==> config.mk <==
export PLATFORM = sky130hd
export DESIGN_NAME = regfile_wb_arbiter
export DESIGN_NICKNAME = d
export VERILOG_FILES = /design/src/rtl/regfile_ctrl_pkg.sv /design/src/rtl/regfile_wb_arbiter_arb2.sv /design/src/rtl/regfile_wb_arbiter.sv
export SDC_FILE = /design/constraint.sdc
export NUM_CORES = 1
export LEC_CHECK = 0
export ABC_CLOCK_PERIOD_IN_PS = 8600
export BUFFER_PORTS_ARGS = -buffer_cell sky130_fd_sc_hd__buf_2
export CAP_MARGIN = 15
export CORE_ASPECT_RATIO = 1.25
export CORE_MARGIN = 2
export CORE_UTILIZATION = 40
export CTS_BUF_LIST = sky130_fd_sc_hd__clkbuf_8
export DETAILED_ROUTE_END_ITERATION = 16
export HOLD_SLACK_MARGIN = 0.15
export PLACE_DENSITY = 0.7
export SLEW_MARGIN = 0
export SYNTH_ARGS = -nofsm -noshare
export SYNTH_HDL_FRONTEND = slang
export SYNTH_SLANG_ARGS = --single-unit
==> constraint.sdc <==
create_clock -name clk -period 8.6 [get_ports clk]
set_input_delay 2.58 -clock clk [delete_from_list [all_inputs] [get_ports clk]]
set_output_delay 2.58 -clock clk [all_outputs]
set_load 0.03 [all_outputs]
==> src/rtl/regfile_ctrl_pkg.sv <==
// regfile_ctrl_pkg: shared widths, typedefs and grant encoding for the writeback arbiter.
package regfile_ctrl_pkg;
  localparam int REG_ADDR_W = 5;
  localparam int REG_DATA_W = 32;
  localparam int NUM_REGS = 32;
  typedef logic [REG_ADDR_W-1:0] reg_addr_t;
  typedef logic [REG_DATA_W-1:0] reg_data_t;
  typedef logic [NUM_REGS-1:0] busy_vec_t;
  typedef enum logic [1:0] {GNT_NONE, GNT_REQ0, GNT_REQ1} wb_grant_e;
endpackage

==> src/rtl/regfile_wb_arbiter_arb2.sv <==
// wb_arb2: two-input writeback arbiter; fixed req0 priority, or round-robin when WB_ROUND_ROBIN_EN is defined.
module wb_arb2
  import regfile_ctrl_pkg::*;
(
`ifdef WB_ROUND_ROBIN_EN
  input  logic      clk,
`endif
  input  logic      rst,
  input  logic      i_req0,
  input  logic      i_req1,
  output wb_grant_e o_gnt
);
`ifdef WB_ROUND_ROBIN_EN
  // r_prio=1 means req1 is favoured on the next conflict
  logic r_prio;
  always_ff @(posedge clk or posedge rst)
    if (rst) r_prio <= 1'b0;
    else if (o_gnt != GNT_NONE) r_prio <= (o_gnt == GNT_REQ0);
  always_comb
    o_gnt = rst ? GNT_NONE :
            (i_req0 && i_req1) ? (r_prio ? GNT_REQ1 : GNT_REQ0) :
            i_req0 ? GNT_REQ0 : i_req1 ? GNT_REQ1 : GNT_NONE;
`else
  always_comb
    o_gnt = rst ? GNT_NONE : i_req0 ? GNT_REQ0 : i_req1 ? GNT_REQ1 : GNT_NONE;
`endif
endmodule

==> src/rtl/regfile_wb_arbiter.sv <==
// regfile_wb_arbiter: shares the register-file write port between two writeback units and tracks busy registers.
// Build option WB_ROUND_ROBIN_EN selects round-robin arbitration instead of fixed req0 priority.
module regfile_wb_arbiter
  import regfile_ctrl_pkg::*;
#(
  parameter int N = REG_ADDR_W,
  parameter int M = REG_DATA_W
) (
  input  logic            clk,
  input  logic            rst,
  input  logic            rsv_valid,
  input  logic [N-1:0]    rsv_addr,
  input  logic            wb0_valid,
  output logic            wb0_ready,
  input  logic [N-1:0]    wb0_addr,
  input  logic [M-1:0]    wb0_data,
  input  logic            wb1_valid,
  output logic            wb1_ready,
  input  logic [N-1:0]    wb1_addr,
  input  logic [M-1:0]    wb1_data,
  output logic            rf_we,
  output logic [N-1:0]    rf_a3,
  output logic [M-1:0]    rf_wd,
  input  logic [N-1:0]    rd_a1,
  input  logic [N-1:0]    rd_a2,
  output logic            stall,
  output logic [2**N-1:0] busy
);
  localparam int R = 2**N;
  wb_grant_e    w_gnt;
  logic         w_acc;
  logic [N-1:0] w_addr;
  logic [M-1:0] w_data;
  logic [R-1:0] w_one, w_set, w_clr;
  logic         r_we;
  logic [N-1:0] r_a3;
  logic [M-1:0] r_wd;
  logic [R-1:0] r_busy;
  wb_arb2 u_arb (
`ifdef WB_ROUND_ROBIN_EN
    .clk(clk),
`endif
    .rst(rst), .i_req0(wb0_valid), .i_req1(wb1_valid), .o_gnt(w_gnt));
  always_comb begin
    wb0_ready = (w_gnt == GNT_REQ0);
    wb1_ready = (w_gnt == GNT_REQ1);
    w_acc = (w_gnt != GNT_NONE);
    w_addr = (w_gnt == GNT_REQ1) ? wb1_addr : wb0_addr;
    w_data = (w_gnt == GNT_REQ1) ? wb1_data : wb0_data;
    w_one = {{(R-1){1'b0}}, 1'b1};
    w_set = (rsv_valid && rsv_addr != '0) ? (w_one << rsv_addr) : '0;
    w_clr = r_we ? (w_one << r_a3) : '0;
  end
  // writes to r0 are accepted but never reach the register file
  always_ff @(posedge clk or posedge rst)
    if (rst) begin
      r_we <= 1'b0;
      r_a3 <= '0;
      r_wd <= '0;
      r_busy <= '0;
    end else begin
      r_we <= w_acc && (w_addr != '0);
      if (w_acc) begin
        r_a3 <= w_addr;
        r_wd <= w_data;
      end
      r_busy <= (r_busy & ~w_clr) | w_set;
    end
  assign rf_we = r_we;
  assign rf_a3 = r_a3;
  assign rf_wd = r_wd;
  assign busy = r_busy;
  assign stall = r_busy[rd_a1] | r_busy[rd_a2];
endmodule

==> flow_summary.toml, run 1 <==
[power]
p_leak_nw = 2.22
p_int_mw = 0.760
peakVddDrop_mv = 0.149
p_comb_share_pct = 37.8
p_sw_mw = 0.554
power_density_nw_per_um2 = 275
seq_power_share_pct = 39.7
clock_power_share_pct = 22.5
swShare_pct = 42.2

[layout]
drive_above_1_share_pct = 37.8
n_fill_cell = 843
nets = 624
final_cells = 657
area_delta_synth_final_pct = 31.5
seq_area_sq_um = 1750
multi_input_area_sq_um = 1780
final_common_cell = "buf_2"
mostFrequentLayoutCells = "buf_2 (166), nand2_1 (79), dfrtp_1 (70)"

[drt]
wirelength_um = 11600
via_count = 3654
routed_via_density = 5.56
wl_per_cell_um = 17.6
first_pass_iters = 5
drt_iter0_markers = 232
postRouteAntennaNets = 0
post-route-drc-count = 0

[logic_synthesis]
synth_compound_area_share_pct = 19.1
synthAdderAreaFrac_pct = 0
synth_top_family_by_area = "compound AO/OA/AOI/OAI gates"
synthMuxAreaShare_pct = 10.9
synth_area_sq_um = 3630
seq_area_frac_synth_pct = 48.3
synth_simple_gate_area_share_pct = 18.7
yosysWarnings = 0
ys_types = 39
synthesis.nets = 466
synth-edff-count = 0
synth-xor-area-share_pct = 0
synthCells = 372
async_flop_share_pct = 100
synth_ff_type = "dfrtp_1"
synth_seq_cells = 70
syn_avg_cell_area_sq_um = 9.76

[critical_path]
r2r-end = "busy[31]$_DFF_PP0_"
required_ns = 6.02
endpoint = "stall"
cp-startpoint = "rd_a1[0]"
cp-start-kind = "primary input"
arrival_ns = 4.23
critPathMaxFanout = 11
r2r-start = "rf_a3[0]$_DFFE_PP0P_"
path_class = "primary input to output pin"
reg2reg_slack_ns = 7.09
crit_path_end_kind = "output pin"
ff2ff_path_depth = 3

[global_routing]
antenna_found_initial = 1
grt_usage_pct = 24.2
grt_max_degree = 45
grt_pass1_wl_um = 18200
globalRouteOverflowTotal = 0
grt_pass1_vias = 3604

[placement]
portBuffers = 166
dpl.cell_count = 639
routabilityCongestion = 0.952
dp_hpwl_um = 9090

[sta]
worst_pin_slew_ns = 0.660
fin_worst_skew_ns = 0.00660
final_max_slew_viol_count = 0
setup_violations = 0
period_share_pct = 79.2
rsz0062_at_grt = "false"
finalSetupTns_ns = 0
hold_viol = 0
slew_headroom_pct = 55.9
layout_min_cycle_time_ns = 6.81
fmax_mhz = 147

[floorplanning]
core_sq_um = 8750
die-area_sq_um = 9860
die_x_um = 89.2
die_h_um = 111
ios = 167
num_rows = 38
start_util_pct = 41.5

[run]
maxCapViolCount = 0

[clock_network]
cts_made_buffers = 9
htree_levels = 3
post_cts_buffers = 0
path_clk_slew_ns = 0.08
cts-root-buf = "clkbuf_8"
clock_sinks = 70
cts_hold_buf = 0
insertion_delay_ns = 0.35
cts_buffer_depth = 2
cts_resized = 0
cts_tree = "yes"

[run_status]
status = "complete, no violations"

[worst_hold_path]
hp-class = "flip-flop to flip-flop"
hold_depth = 2
[final cells by class]
class	count	area share, %
well taps	120	3.14
clock buffers	10	2.88
clock inverters	6	1.76
multi-input cells	277	37.2
diodes	2	0.105
inverters	2	0.157
flip-flops and latches	70	36.7
repair buffers	170	18.0
[cell usage after synthesis (all sizes together) (4+ instances only)]
cell | instances | share of area (%)
a22oi | 33 | 6.8
buf | 4 | 0.90
clkbuf | 19 | 2.0
dfrtp | 70 | 48
mux2i | 9 | 2.5
mux4 | 11 | 7.4
nand2 | 79 | 8.2
nand2b | 11 | 1.9
nand3 | 9 | 1.2
nand3b | 6 | 1.2
nand4 | 5 | 0.86
nor2 | 6 | 0.62
nor2b | 9 | 1.6
o21ai | 66 | 9.1
or2 | 5 | 0.86
[power groups by stage]
stage / clock [mW] / combinational, mW / sequential, mW
final: 0.296 / 0.496 / 0.521
after global routing: 0.314 / 0.537 / 0.534
after CTS: 0.303 / 0.500 / 0.519
after detailed placement: 0 / 0.499 / 0.525
after global placement: 0 / 0.488 / 0.523
after floorplan: 0 / 0.169 / 0.661
[cells by family (layout without fill, tap and decap cells)]
kind of cell | after synthesis | after routing
AND/OR/NAND/NOR | 140 | 140
AO/OA/AOI/OAI | 114 | 114
flip-flops | 70 | 70
buffers and inverters | 25 | 188
multiplexers | 23 | 23
other | 0 | 2
[registers in the layout, indices dropped and copies added, names as in the netlist]
signal / flops
rf_we: 1
rf_wd: 32
busy: 32
rf_a3: 5
[layer usage]
layer  track usage, %  part of all wire (%)  vias to the layer above
met5                0                 0.095                        -
met4             11.1                   2.3                        2
met3             7.10                    11                       24
met2             39.0                    50                      224
met1             29.1                    37                     1726
li1                 -                     -                     1678
[metrics by stage]
| stage | total power, mW | setup WS (ns) | util, % | area (sq um) | hold slack [ns] |
|---|---|---|---|---|---|
| 2_1_floorplan | 0.830 | 1.98 | - | 3630 | 0.648 |
| 3_3_place_gp | 1.01 | 1.87 | 52.0 | 4550 | 0.455 |
| 3_5_place_dp | 1.02 | 1.81 | 52.0 | 4550 | 0.459 |
| 4_1_cts | 1.32 | 1.80 | 54.5 | 4770 | 0.477 |
| 5_1_grt | 1.39 | 1.73 | 54.5 | 4770 | 0.498 |
| 6_report | 1.31 | 1.79 | 54.6 | 4770 | 0.474 |
[worst max-delay path, stage by stage]
cell      delay (ns)
buf_2           0.26
mux4_1          0.61
nor2_1          0.10
a311oi_1        0.05
a311oi_1        0.30
nand4_1         0.12
buf_2           0.20
[worst min-delay path by stage]
stage                                from                    end  slack, ns
global route         rf_wd[5]$_DFFE_PP0P_   rf_wd[5]$_DFFE_PP0P_       0.50
detailed placement  rf_wd[30]$_DFFE_PP0P_  rf_wd[30]$_DFFE_PP0P_       0.46
global placement    rf_wd[23]$_DFFE_PP0P_  rf_wd[23]$_DFFE_PP0P_       0.46
CTS                 rf_wd[30]$_DFFE_PP0P_  rf_wd[30]$_DFFE_PP0P_       0.48
floorplan           rf_wd[18]$_DFFE_PP0P_  rf_wd[18]$_DFFE_PP0P_       0.65
finish              rf_wd[30]$_DFFE_PP0P_  rf_wd[30]$_DFFE_PP0P_       0.47
Power figures use the tool's default switching activity.
==> run 2, diff against run 1 <==
--- a/config.mk
+++ b/config.mk
@@ -5,7 +5,7 @@
 export SDC_FILE = /design/constraint.sdc
 export NUM_CORES = 1
 export LEC_CHECK = 0
-export ABC_CLOCK_PERIOD_IN_PS = 8600
+export ABC_CLOCK_PERIOD_IN_PS = 6110
 export BUFFER_PORTS_ARGS = -buffer_cell sky130_fd_sc_hd__buf_2
 export CAP_MARGIN = 15
 export CORE_ASPECT_RATIO = 1.25
@@ -14,7 +14,7 @@
 export CTS_BUF_LIST = sky130_fd_sc_hd__clkbuf_8
 export DETAILED_ROUTE_END_ITERATION = 16
 export HOLD_SLACK_MARGIN = 0.15
-export PLACE_DENSITY = 0.7
+export PLACE_DENSITY = 0.73
 export SLEW_MARGIN = 0
 export SYNTH_ARGS = -nofsm -noshare
 export SYNTH_HDL_FRONTEND = slang
==> constraint.sdc (replaced) <==
create_clock -name clk -period 6.11 [get_ports clk]
set_input_delay 1.833 -clock clk [delete_from_list [all_inputs] [get_ports clk]]
set_output_delay 1.833 -clock clk [all_outputs]
set_load 0.03 [all_outputs]
==> run 2 against run 1 <==
Against the previous run:
- flip-flop and latch count did not move
- sequential power rose by 41%
- global-route usage fell by 0.70 points
- largest power group unchanged
- total power rose by 37%
- clock skew barely moved
- critical path type unchanged
==> flow_summary.toml, run 2 (synthesis gave the netlist of run 1 again) <==
[drt]
wl_per_cell_um = 17.7
via_count = 3701
wirelength_um = 11600
postRouteAntennaNets = 0
routed_via_density = 5.65
first_pass_iters = 7
drt_iter0_markers = 261
post-route-drc-count = 0

[worst_hold_path]
hp-class = "flip-flop to flip-flop"
hp-start = "rf_wd[24]$_DFFE_PP0P_"

[global_routing]
grt_usage_pct = 23.5
antenna_found_initial = 2
grt.busiest_layer = "met2"
grt_use_met3_pct = 6.20
grtUsageMet2_pct = 37.6
grt_pass1_wl_um = 17900
grt_pass1_vias = 3576
gr-usage-met1_pct = 30.1
grt_max_degree = 44
globalRouteOverflowTotal = 0

[floorplanning]
die_x_um = 89.2
core_sq_um = 8750
num_rows = 38
die-area_sq_um = 9860
die_h_um = 111
ios = 167
start_util_pct = 41.5

[critical_path]
cp-startpoint = "rd_a1[0]"
critPathMaxFanout = 11
crit_path_end_kind = "output pin"
slowest_delay_ns = 0.61
arrival_ns = 3.49
r2r-start = "rf_a3[4]$_DFFE_PP0P_"
cp-start-kind = "primary input"
crit_chain = "buf_2 -> mux4_1 -> nor2_1 -> a311oi_1 -> a311oi_1 -> nand4_1 -> buf_2"
cp.buffers_inverters = 2
path_class = "primary input to output pin"
slowest_stage = "mux4_1"
required_ns = 4.28
critical_path.top_delay_family = "multiplexers"

[sta]
fmax_mhz = 188
worst_pin_slew_ns = 0.668
finalSetupTns_ns = 0
fin_worst_skew_ns = 0.00679
period_share_pct = 87.2
setup_violations = 0
rsz0062_at_grt = "false"
layout_min_cycle_time_ns = 5.33
slew_headroom_pct = 55.4
worst_slack_ns = 0.784
final_max_slew_viol_count = 0
hold_viol = 0

[clock_network]
cts_resized = 0
htree_levels = 3
insertion_delay_ns = 0.34
path_clk_slew_ns = 0.08
cts_buffer_depth = 2
post_cts_buffers = 0
clock_sinks = 70
cts_tree = "yes"
cts_hold_buf = 0
cts_made_buffers = 9
cts-root-buf = "clkbuf_8"

[layout]
nets = 624
final_util_pct = 54.2
drive_above_1_share_pct = 37.5
final_common_cell = "buf_2"
n_fill_cell = 848
mostFrequentLayoutCells = "buf_2 (166), nand2_1 (79), dfrtp_1 (70)"
area_delta_synth_final_pct = 30.6

[power]
power_mw = 1.80
peakVddDrop_mv = 0.200
p_leak_nw = 2.20
power_density_nw_per_um2 = 380

[placement]
routabilityCongestion = 0.972
portBuffers = 166
dpl_worst_slack_ns = 0.791
dp_hpwl_um = 8950

[run]
maxCapViolCount = 0

[run_status]
status = "complete, no violations"
run 2: cell type report:
type | count | area (sq um) | area share, %
timing repair buffer | 170 | 861 | 18.2
inverter | 2 | 7.51 | 0.158
sequential | 70 | 1750 | 37.0
multi-input combinational | 277 | 1780 | 37.5
antenna | 1 | 2.50 | 0.0528
clock buffer | 10 | 138 | 2.90
tap | 120 | 150 | 3.17
clock inverter | 5 | 51.3 | 1.08
run 2: path summary, 6_finish.rpt:
kind	slack (ns)	depth (start not counted)	end
max in group asynchronous	3.53	3	rf_a3[0]$_DFFE_PP0P_
min in group asynchronous	1.64	2	rf_wd[29]$_DFFE_PP0P_
max	0.78	7	stall
min reg2reg	0.48	2	rf_wd[24]$_DFFE_PP0P_
min	0.48	2	rf_wd[24]$_DFFE_PP0P_
max reg2reg	4.69	4	busy[12]$_DFF_PP0_
run 2: metal layers:
layer | vias up | share of wire, % | wire length (um)
li1 | 1679 | - | -
met4 | 2 | 2.7 | 312
met2 | 224 | 48 | 5600
met1 | 1766 | 39 | 4550
met3 | 30 | 9.9 | 1150
met5 | - | 0.14 | 16
run 2: worst min-delay path: cells and delay by family (launching register included):
family,cells,cell delay (ns)
DFF,1,0.35
and+or+nand+nor,2,0.10
run 2: power breakdown:
group          internal [mW]  switching [mW]  total [mW]
clock network          0.195           0.173       0.368
logic                  0.242           0.457       0.699
registers              0.587           0.148       0.735
total                   1.02           0.778        1.80
run 2: metrics by stage:
step           std cells  cell area, sq um  hold WS [ns]
2_1_floorplan        372              3630         0.648
3_3_place_gp         639              4550         0.455
3_5_place_dp         639              4550         0.458
4_1_cts              654              4740         0.480
5_1_grt              654              4740         0.498
6_report             655              4740         0.476
